--- src/rtl/bus_master_pkg.sv ---
// Shared types and constants for the bus traffic-generator master.
package bus_master_pkg;

  typedef enum logic [2:0] {
    IDLE,
    WGAP,
    WR,
    RGAP,
    RD,
    DONE
  } state_t;

  localparam int MODE_WR_ONLY  = 0;
  localparam int MODE_WR_CHECK = 1;

  localparam int IDLE_VAL_DEF  = 99;

endpackage

--- src/rtl/bus_master_chk.sv ---
// Read-back checker: saturating mismatch counter, plus first-error capture
// when BUS_MASTER_FIRST_ERR_EN is defined.
module bus_master_chk #(
  parameter int DATA_W = 8,
  parameter int ERR_W  = 8
`ifdef BUS_MASTER_FIRST_ERR_EN
  ,
  parameter int ADDR_W = 8
`endif
) (
  input  logic              CLK,
  input  logic              reset,
  input  logic              clr,
  input  logic              cmp_en,
  input  logic [DATA_W-1:0] expected,
  input  logic [DATA_W-1:0] readdata,
`ifdef BUS_MASTER_FIRST_ERR_EN
  input  logic [ADDR_W-1:0] addr,
  output logic [ADDR_W-1:0] err_addr,
  output logic [DATA_W-1:0] err_data,
  output logic              err_valid,
`endif
  output logic [ERR_W-1:0]  err_cnt
);

  logic mismatch;

  assign mismatch = cmp_en && (readdata != expected);

  always_ff @(posedge CLK or posedge reset) begin
    if (reset) begin
      err_cnt <= '0;
    end else if (clr) begin
      err_cnt <= '0;
    end else if (mismatch && (err_cnt != '1)) begin
      err_cnt <= err_cnt + ERR_W'(1);
    end
  end

`ifdef BUS_MASTER_FIRST_ERR_EN
  // Only the first mismatch of a pass is kept; later ones leave it alone.
  always_ff @(posedge CLK or posedge reset) begin
    if (reset) begin
      err_addr  <= '0;
      err_data  <= '0;
      err_valid <= 1'b0;
    end else if (clr) begin
      err_addr  <= '0;
      err_data  <= '0;
      err_valid <= 1'b0;
    end else if (mismatch && !err_valid) begin
      err_addr  <= addr;
      err_data  <= readdata;
      err_valid <= 1'b1;
    end
  end
`endif

endmodule

--- src/rtl/bus_master_gen.sv ---
// Traffic-generator bus master: incrementing write pass, optional read-back
// check pass. BUS_MASTER_FIRST_ERR_EN adds first-mismatch capture outputs.
module bus_master_gen
  import bus_master_pkg::*;
#(
  parameter int ADDR_W    = 8,
  parameter int DATA_W    = 8,
  parameter int NUM_XFERS = 16,
  parameter int GAP       = 1,
  parameter int MODE      = MODE_WR_ONLY,
  parameter int BASE_ADDR = 0,
  parameter int BASE_DATA = 0,
  parameter int IDLE_VAL  = IDLE_VAL_DEF,
  parameter int ERR_W     = 8
) (
  input  logic              CLK,
  input  logic              reset,
  input  logic              start,
  input  logic              waitrequest,
  input  logic [DATA_W-1:0] readdata,
  output logic [ADDR_W-1:0] address,
  output logic              write,
  output logic [DATA_W-1:0] writedata,
  output logic              read,
  output logic              busy,
  output logic              done,
  output logic [ERR_W-1:0]  err_cnt
`ifdef BUS_MASTER_FIRST_ERR_EN
  ,
  output logic [ADDR_W-1:0] err_addr,
  output logic [DATA_W-1:0] err_data,
  output logic              err_valid
`endif
);

  localparam int GAP_W = (GAP > 1) ? $clog2(GAP) : 1;
  localparam logic [GAP_W-1:0]  GAP_LOAD = GAP_W'((GAP > 0) ? GAP - 1 : 0);
  localparam logic [ADDR_W-1:0] LAST_IDX = ADDR_W'(NUM_XFERS - 1);
  localparam logic [ADDR_W-1:0] BASE_A   = ADDR_W'(BASE_ADDR);
  localparam logic [DATA_W-1:0] BASE_D   = DATA_W'(BASE_DATA);
  localparam logic [ADDR_W-1:0] IDLE_A   = ADDR_W'(IDLE_VAL);
  localparam logic [DATA_W-1:0] IDLE_D   = DATA_W'(IDLE_VAL);

  state_t            state, state_nxt;
  logic [ADDR_W-1:0] idx, idx_nxt;
  logic [GAP_W-1:0]  gap_cnt, gap_nxt;
  logic              clr;
  logic              cmp_en;
  logic [DATA_W-1:0] cur_data;

  assign cur_data = BASE_D + DATA_W'(idx);

  always_ff @(posedge CLK or posedge reset) begin
    if (reset) begin
      state   <= IDLE;
      idx     <= '0;
      gap_cnt <= '0;
    end else begin
      state   <= state_nxt;
      idx     <= idx_nxt;
      gap_cnt <= gap_nxt;
    end
  end

  // Gap counter reloads outside the gap states, so it is always full on entry.
  always_comb begin
    state_nxt = state;
    idx_nxt   = idx;
    gap_nxt   = GAP_LOAD;
    clr       = 1'b0;
    case (state)
      IDLE: begin
        if (start) begin
          clr       = 1'b1;
          idx_nxt   = '0;
          state_nxt = (GAP > 0) ? WGAP : WR;
        end
      end
      WGAP: begin
        if (gap_cnt == '0) state_nxt = WR;
        else               gap_nxt   = gap_cnt - GAP_W'(1);
      end
      WR: begin
        if (!waitrequest) begin
          if (idx == LAST_IDX) begin
            idx_nxt = '0;
            if (MODE == MODE_WR_CHECK) state_nxt = (GAP > 0) ? RGAP : RD;
            else                       state_nxt = DONE;
          end else begin
            idx_nxt   = idx + ADDR_W'(1);
            state_nxt = (GAP > 0) ? WGAP : WR;
          end
        end
      end
      RGAP: begin
        if (gap_cnt == '0) state_nxt = RD;
        else               gap_nxt   = gap_cnt - GAP_W'(1);
      end
      RD: begin
        if (!waitrequest) begin
          if (idx == LAST_IDX) begin
            idx_nxt   = '0;
            state_nxt = DONE;
          end else begin
            idx_nxt   = idx + ADDR_W'(1);
            state_nxt = (GAP > 0) ? RGAP : RD;
          end
        end
      end
      DONE:    state_nxt = IDLE;
      default: state_nxt = IDLE;
    endcase
  end

  always_comb begin
    address   = IDLE_A;
    writedata = IDLE_D;
    write     = 1'b0;
    read      = 1'b0;
    case (state)
      WR: begin
        write     = 1'b1;
        address   = BASE_A + idx;
        writedata = cur_data;
      end
      RD: begin
        read    = 1'b1;
        address = BASE_A + idx;
      end
      default: ;
    endcase
  end

  assign busy   = (state != IDLE);
  assign done   = (state == DONE);
  assign cmp_en = (state == RD) && !waitrequest;

  bus_master_chk #(
    .DATA_W (DATA_W),
    .ERR_W  (ERR_W)
`ifdef BUS_MASTER_FIRST_ERR_EN
    ,
    .ADDR_W (ADDR_W)
`endif
  ) u_chk (
    .CLK       (CLK),
    .reset     (reset),
    .clr       (clr),
    .cmp_en    (cmp_en),
    .expected  (cur_data),
    .readdata  (readdata),
`ifdef BUS_MASTER_FIRST_ERR_EN
    .addr      (address),
    .err_addr  (err_addr),
    .err_data  (err_data),
    .err_valid (err_valid),
`endif
    .err_cnt   (err_cnt)
  );

endmodule

--- config.mk ---
export PLATFORM = sky130hd
export DESIGN_NAME = bus_master_gen
export DESIGN_NICKNAME = d
export VERILOG_FILES = /design/src/rtl/bus_master_pkg.sv /design/src/rtl/bus_master_chk.sv /design/src/rtl/bus_master_gen.sv
export SDC_FILE = /design/constraint.sdc
export NUM_CORES = 1
export LEC_CHECK = 0
export CAP_MARGIN = 20
export CORE_AREA = 5 5 46 78
export DETAILED_ROUTE_END_ITERATION = 10
export DIE_AREA = 0 0 51 83
export GPL_ROUTABILITY_DRIVEN = 0
export PLACE_DENSITY = 0.78
export SLEW_MARGIN = 20
export SYNTH_ARGS = -nofsm -noshare
export SYNTH_HDL_FRONTEND = slang
export SYNTH_HIERARCHICAL = 1
export SYNTH_SLANG_ARGS = --single-unit
--- constraint.sdc ---
create_clock -name CLK -period 4.66 [get_ports CLK]
set_input_delay 0.466 -clock CLK [delete_from_list [all_inputs] [get_ports CLK]]
set_output_delay 0.466 -clock CLK [all_outputs]
set_load 0.01 [all_outputs]
==> impl_metrics.csv <==
group,metric,value,unit
final_layout,num_antenna_cells,0,
critical_path,cp.arrival,2.20,ns
drt,avgViaCountPerCell,6.01,
global_routing,antenna_found_initial,0,
clocking,h-tree-depth,1,
die,core,2900,µm²
timing,fin_setup_tns,0,ns
power_and_ir_drop,net-switching-power,0.000321,W
placement,io_buffers,39,
power_and_ir_drop,ir_drop,0.324,mV
critical_path,cp-end-kind,"output port",
drt,detail_route.first_pass.iterations,4,
die,initial_core_util,47.1,%
power_and_ir_drop,pwr-share-clk,15.6,%
final_layout,final_cell_mix,"clkdlybuf4s50_1, dfrtp_1, inv_1",
die,ios,40,
hold_path,min_path_type,"input pin to async pin",
critical_path,cp_cell_sequence,"xnor2_1 > nor2_2 > and2_1 > clkdlybuf4s50_1",
logic_synthesis,synth_nets,166,
logic_synthesis,synth.cell_area,1360,µm²
timing,skew,0.00344,ns
clocking,clkSlewWorstSetupHoldPaths,0.08,ns
clocking,ctsHoldBuffers,0,
critical_path,cpPeakStageDelay,0.61,ns
critical_path,crit_required,4.19,ns
logic_synthesis,ys_types,48,
timing,slew_violations,0,
clocking,postCtsSetupBuffers,0,
critical_path,cpLargestDelayFamily,"XOR/XNOR gates",
drt,route.antenna.remaining_nets,0,
drt,wire_per_inst,17.3,µm
final_layout,final_common_cell,"clkdlybuf4s50_1",
final_layout,area_delta_synth_final,32.8,%
drt,via_count,1316,
timing,min_period,2.67,ns
job,maxCapViolCount,0,
power_and_ir_drop,leakagePower,0.718,nW
die,die_h,83,µm
power_and_ir_drop,power_frac_seq,31.7,%
logic_synthesis,synth_edf_count,0,
global_routing,grt_pass1_wl,6060,µm
power_and_ir_drop,switching_share,41.9,%
critical_path,critPathMaxFanout,11,
timing,slew_headroom,43.8,%
logic_synthesis,synthCells,152,
timing,finalSetupViolations,0,
critical_path,path_class,"flip-flop to output port",
logic_synthesis,ys.flop_type,"dfrtp_1",
die,die_w,51,µm
clocking,ctsResizeCount,0,
global_routing,grt_max_degree,15,
die,rows,26,
logic_synthesis,syn_area_per_cell,8.97,µm²
clocking,cts.sinks,19,
global_routing,gr-usage-all-layers,18.2,%
clocking,cts_inserted_buffers,3,
drt,drcViolationCount,0,
drt,routed_wl,3800,µm
global_routing,grt-ovfl-total,0,
timing,max_freq,0.375,GHz
clocking,cts.path.max_buffers,2,
clocking,root_buffer,"clkbuf_8",
die,fp.dieArea,4230,µm²
final_layout,drive_gt1_share,7.85,%
timing,fin_crit_sh,57.3,%
timing,rsz0062_at_grt,"no",
critical_path,critPathLaunchType,"flip-flop",
clocking,clk_latency,0.26,ns
timing,hold_viol,0,
clocking,cts_tree,"built",
global_routing,grt_pass1_vias,1347,
critical_path,crit_buf_inv,1,
run_status,outcome,"complete, no violations",
final_layout,nets,206,
power_and_ir_drop,pwr-share-comb,52.7,%
power_and_ir_drop,p_per_area,423,nW/µm²
placement,dp.final_hpwl,2970,µm
logic_synthesis,ys_async_sr_fraction,100,%
placement,dpl.cell_count,215,
power_and_ir_drop,power.internal,0.000445,W
critical_path,crit_slowest_cell,"xnor2_1",
logic_synthesis,ys_ff_latch,19,
logic_synthesis,yosysWarnings,6,
final_layout,fin_cells,219,
timing,worstMarginPinSlew,0.842,ns
drt,first_iter_violations,39,
logic_synthesis,yosysSeqAreaShare,34.9,%
==> cell families (layout without fill, tap and decap cells) <==
group                    after synthesis  in the layout  synth area share [%]
AO/OA/AOI/OAI                         31             31                  16.4
XOR/XNOR                               9              9                  5.78
adder cells (fa/ha/maj)                2              2                  1.83
buffers and inverters                 16             55                  5.05
flip-flops                            19             19                  34.9
multiplexers                           5              5                  4.31
AND/OR/NAND/NOR                       70             70                  31.7
==> area by class of cell <==
class / count / area, µm²
clock buffers: 4 / 45.0
fillers: 251 / 1080
inverters: 12 / 45.0
multi-input cells: 117 / 820
flip-flops and latches: 19 / 475
well taps: 28 / 35.0
repair buffers: 39 / 390
==> per-stage QoR <==
step | setup WS [ns] | hold WS, ns | cell area, µm² | power (W) | util (%)
5_1_grt | 1.89 | 0.547 | 1810 | 0.000810 | 62.5
2_1_floorplan | 2.85 | 0.282 | 1360 | 0.000475 | -
3_5_place_dp | 2.28 | 0.590 | 1770 | 0.000645 | 61.0
3_3_place_gp | 2.37 | 0.583 | 1770 | 0.000632 | 61.0
4_1_cts | 2.00 | 0.507 | 1810 | 0.000764 | 62.5
6_report | 1.99 | 0.491 | 1810 | 0.000766 | 62.5
==> per-layer routing <==
| layer | part of all wire, % | global-route usage (%) | up-vias |
|---|---|---|---|
| met4 | 2.3 | 7.11 | 0 |
| li1 | - | - | 621 |
| met3 | 5.8 | 2.69 | 9 |
| met1 | 39 | 19.5 | 628 |
| met2 | 53 | 33.8 | 58 |
| met5 | 0 | 0 | - |
==> Yosys cell counts, types with 2 or more instances <==
library cell | number | area [µm²]
nand3b_1 | 2 | 15.0
nand2_1 | 9 | 33.8
inv_1 | 11 | 41.3
nor2_2 | 2 | 12.5
nor3_1 | 5 | 25.0
or4_1 | 3 | 22.5
nand2b_1 | 7 | 43.8
o21ai_1 | 6 | 30.0
nor2_1 | 8 | 30.0
nand4_1 | 2 | 12.5
mux2_1 | 3 | 33.8
a21oi_1 | 7 | 35.0
o21ai_0 | 2 | 10.0
o31ai_1 | 4 | 30.0
and2_1 | 6 | 37.5
nor4_1 | 3 | 18.8
nor2b_1 | 5 | 31.3
dfrtp_1 | 19 | 475
ha_1 | 2 | 25.0
nand3_1 | 3 | 15.0
clkbuf_1 | 2 | 7.51
or3_1 | 5 | 31.3
xnor2_1 | 9 | 78.8
a311oi_1 | 3 | 26.3
==> worst register-to-register path, cell delays in order (launching register included) <==
cell     delay, ns
dfrtp_1       0.55
inv_1         0.21
nand3_1       0.16
nor2_1        0.34
o21ai_4       0.16
nor4b_2       0.32
mux2_1        0.34
==> worst paths after layout <==
check / start / to / slack, ns / cells after the start
min in group CLK: u_chk/err_cnt[1] / u_chk/err_cnt[1] / 0.61 / 2
max in group asynchronous: reset / idx[1] / 3.82 / 2
min reg2reg: u_chk/err_cnt[1] / u_chk/err_cnt[1] / 0.61 / 2
max: state[2] / address[3] / 1.99 / 4
min: reset / u_chk/err_cnt[5] / 0.49 / 2
max reg2reg: state[0] / u_chk/err_cnt[4] / 2.47 / 6
==> state kept, by name, summed over array words and instances, names as in the netlist <==
signal	cells
state	3
idx	8
u_chk/err_cnt	8
==> power groups by stage <==
| stage | clock [W] | combinational, W | sequential (W) |
|---|---|---|---|
| after floorplan | 0 | 0.000254 | 0.000221 |
| after global placement | 0 | 0.000391 | 0.000241 |
| after detailed placement | 0 | 0.000402 | 0.000244 |
| after CTS | 0.000117 | 0.000406 | 0.000240 |
| after global routing | 0.000127 | 0.000437 | 0.000246 |
| final | 0.000119 | 0.000404 | 0.000243 |
No activity file was read; power rests on OpenSTA's default activity.
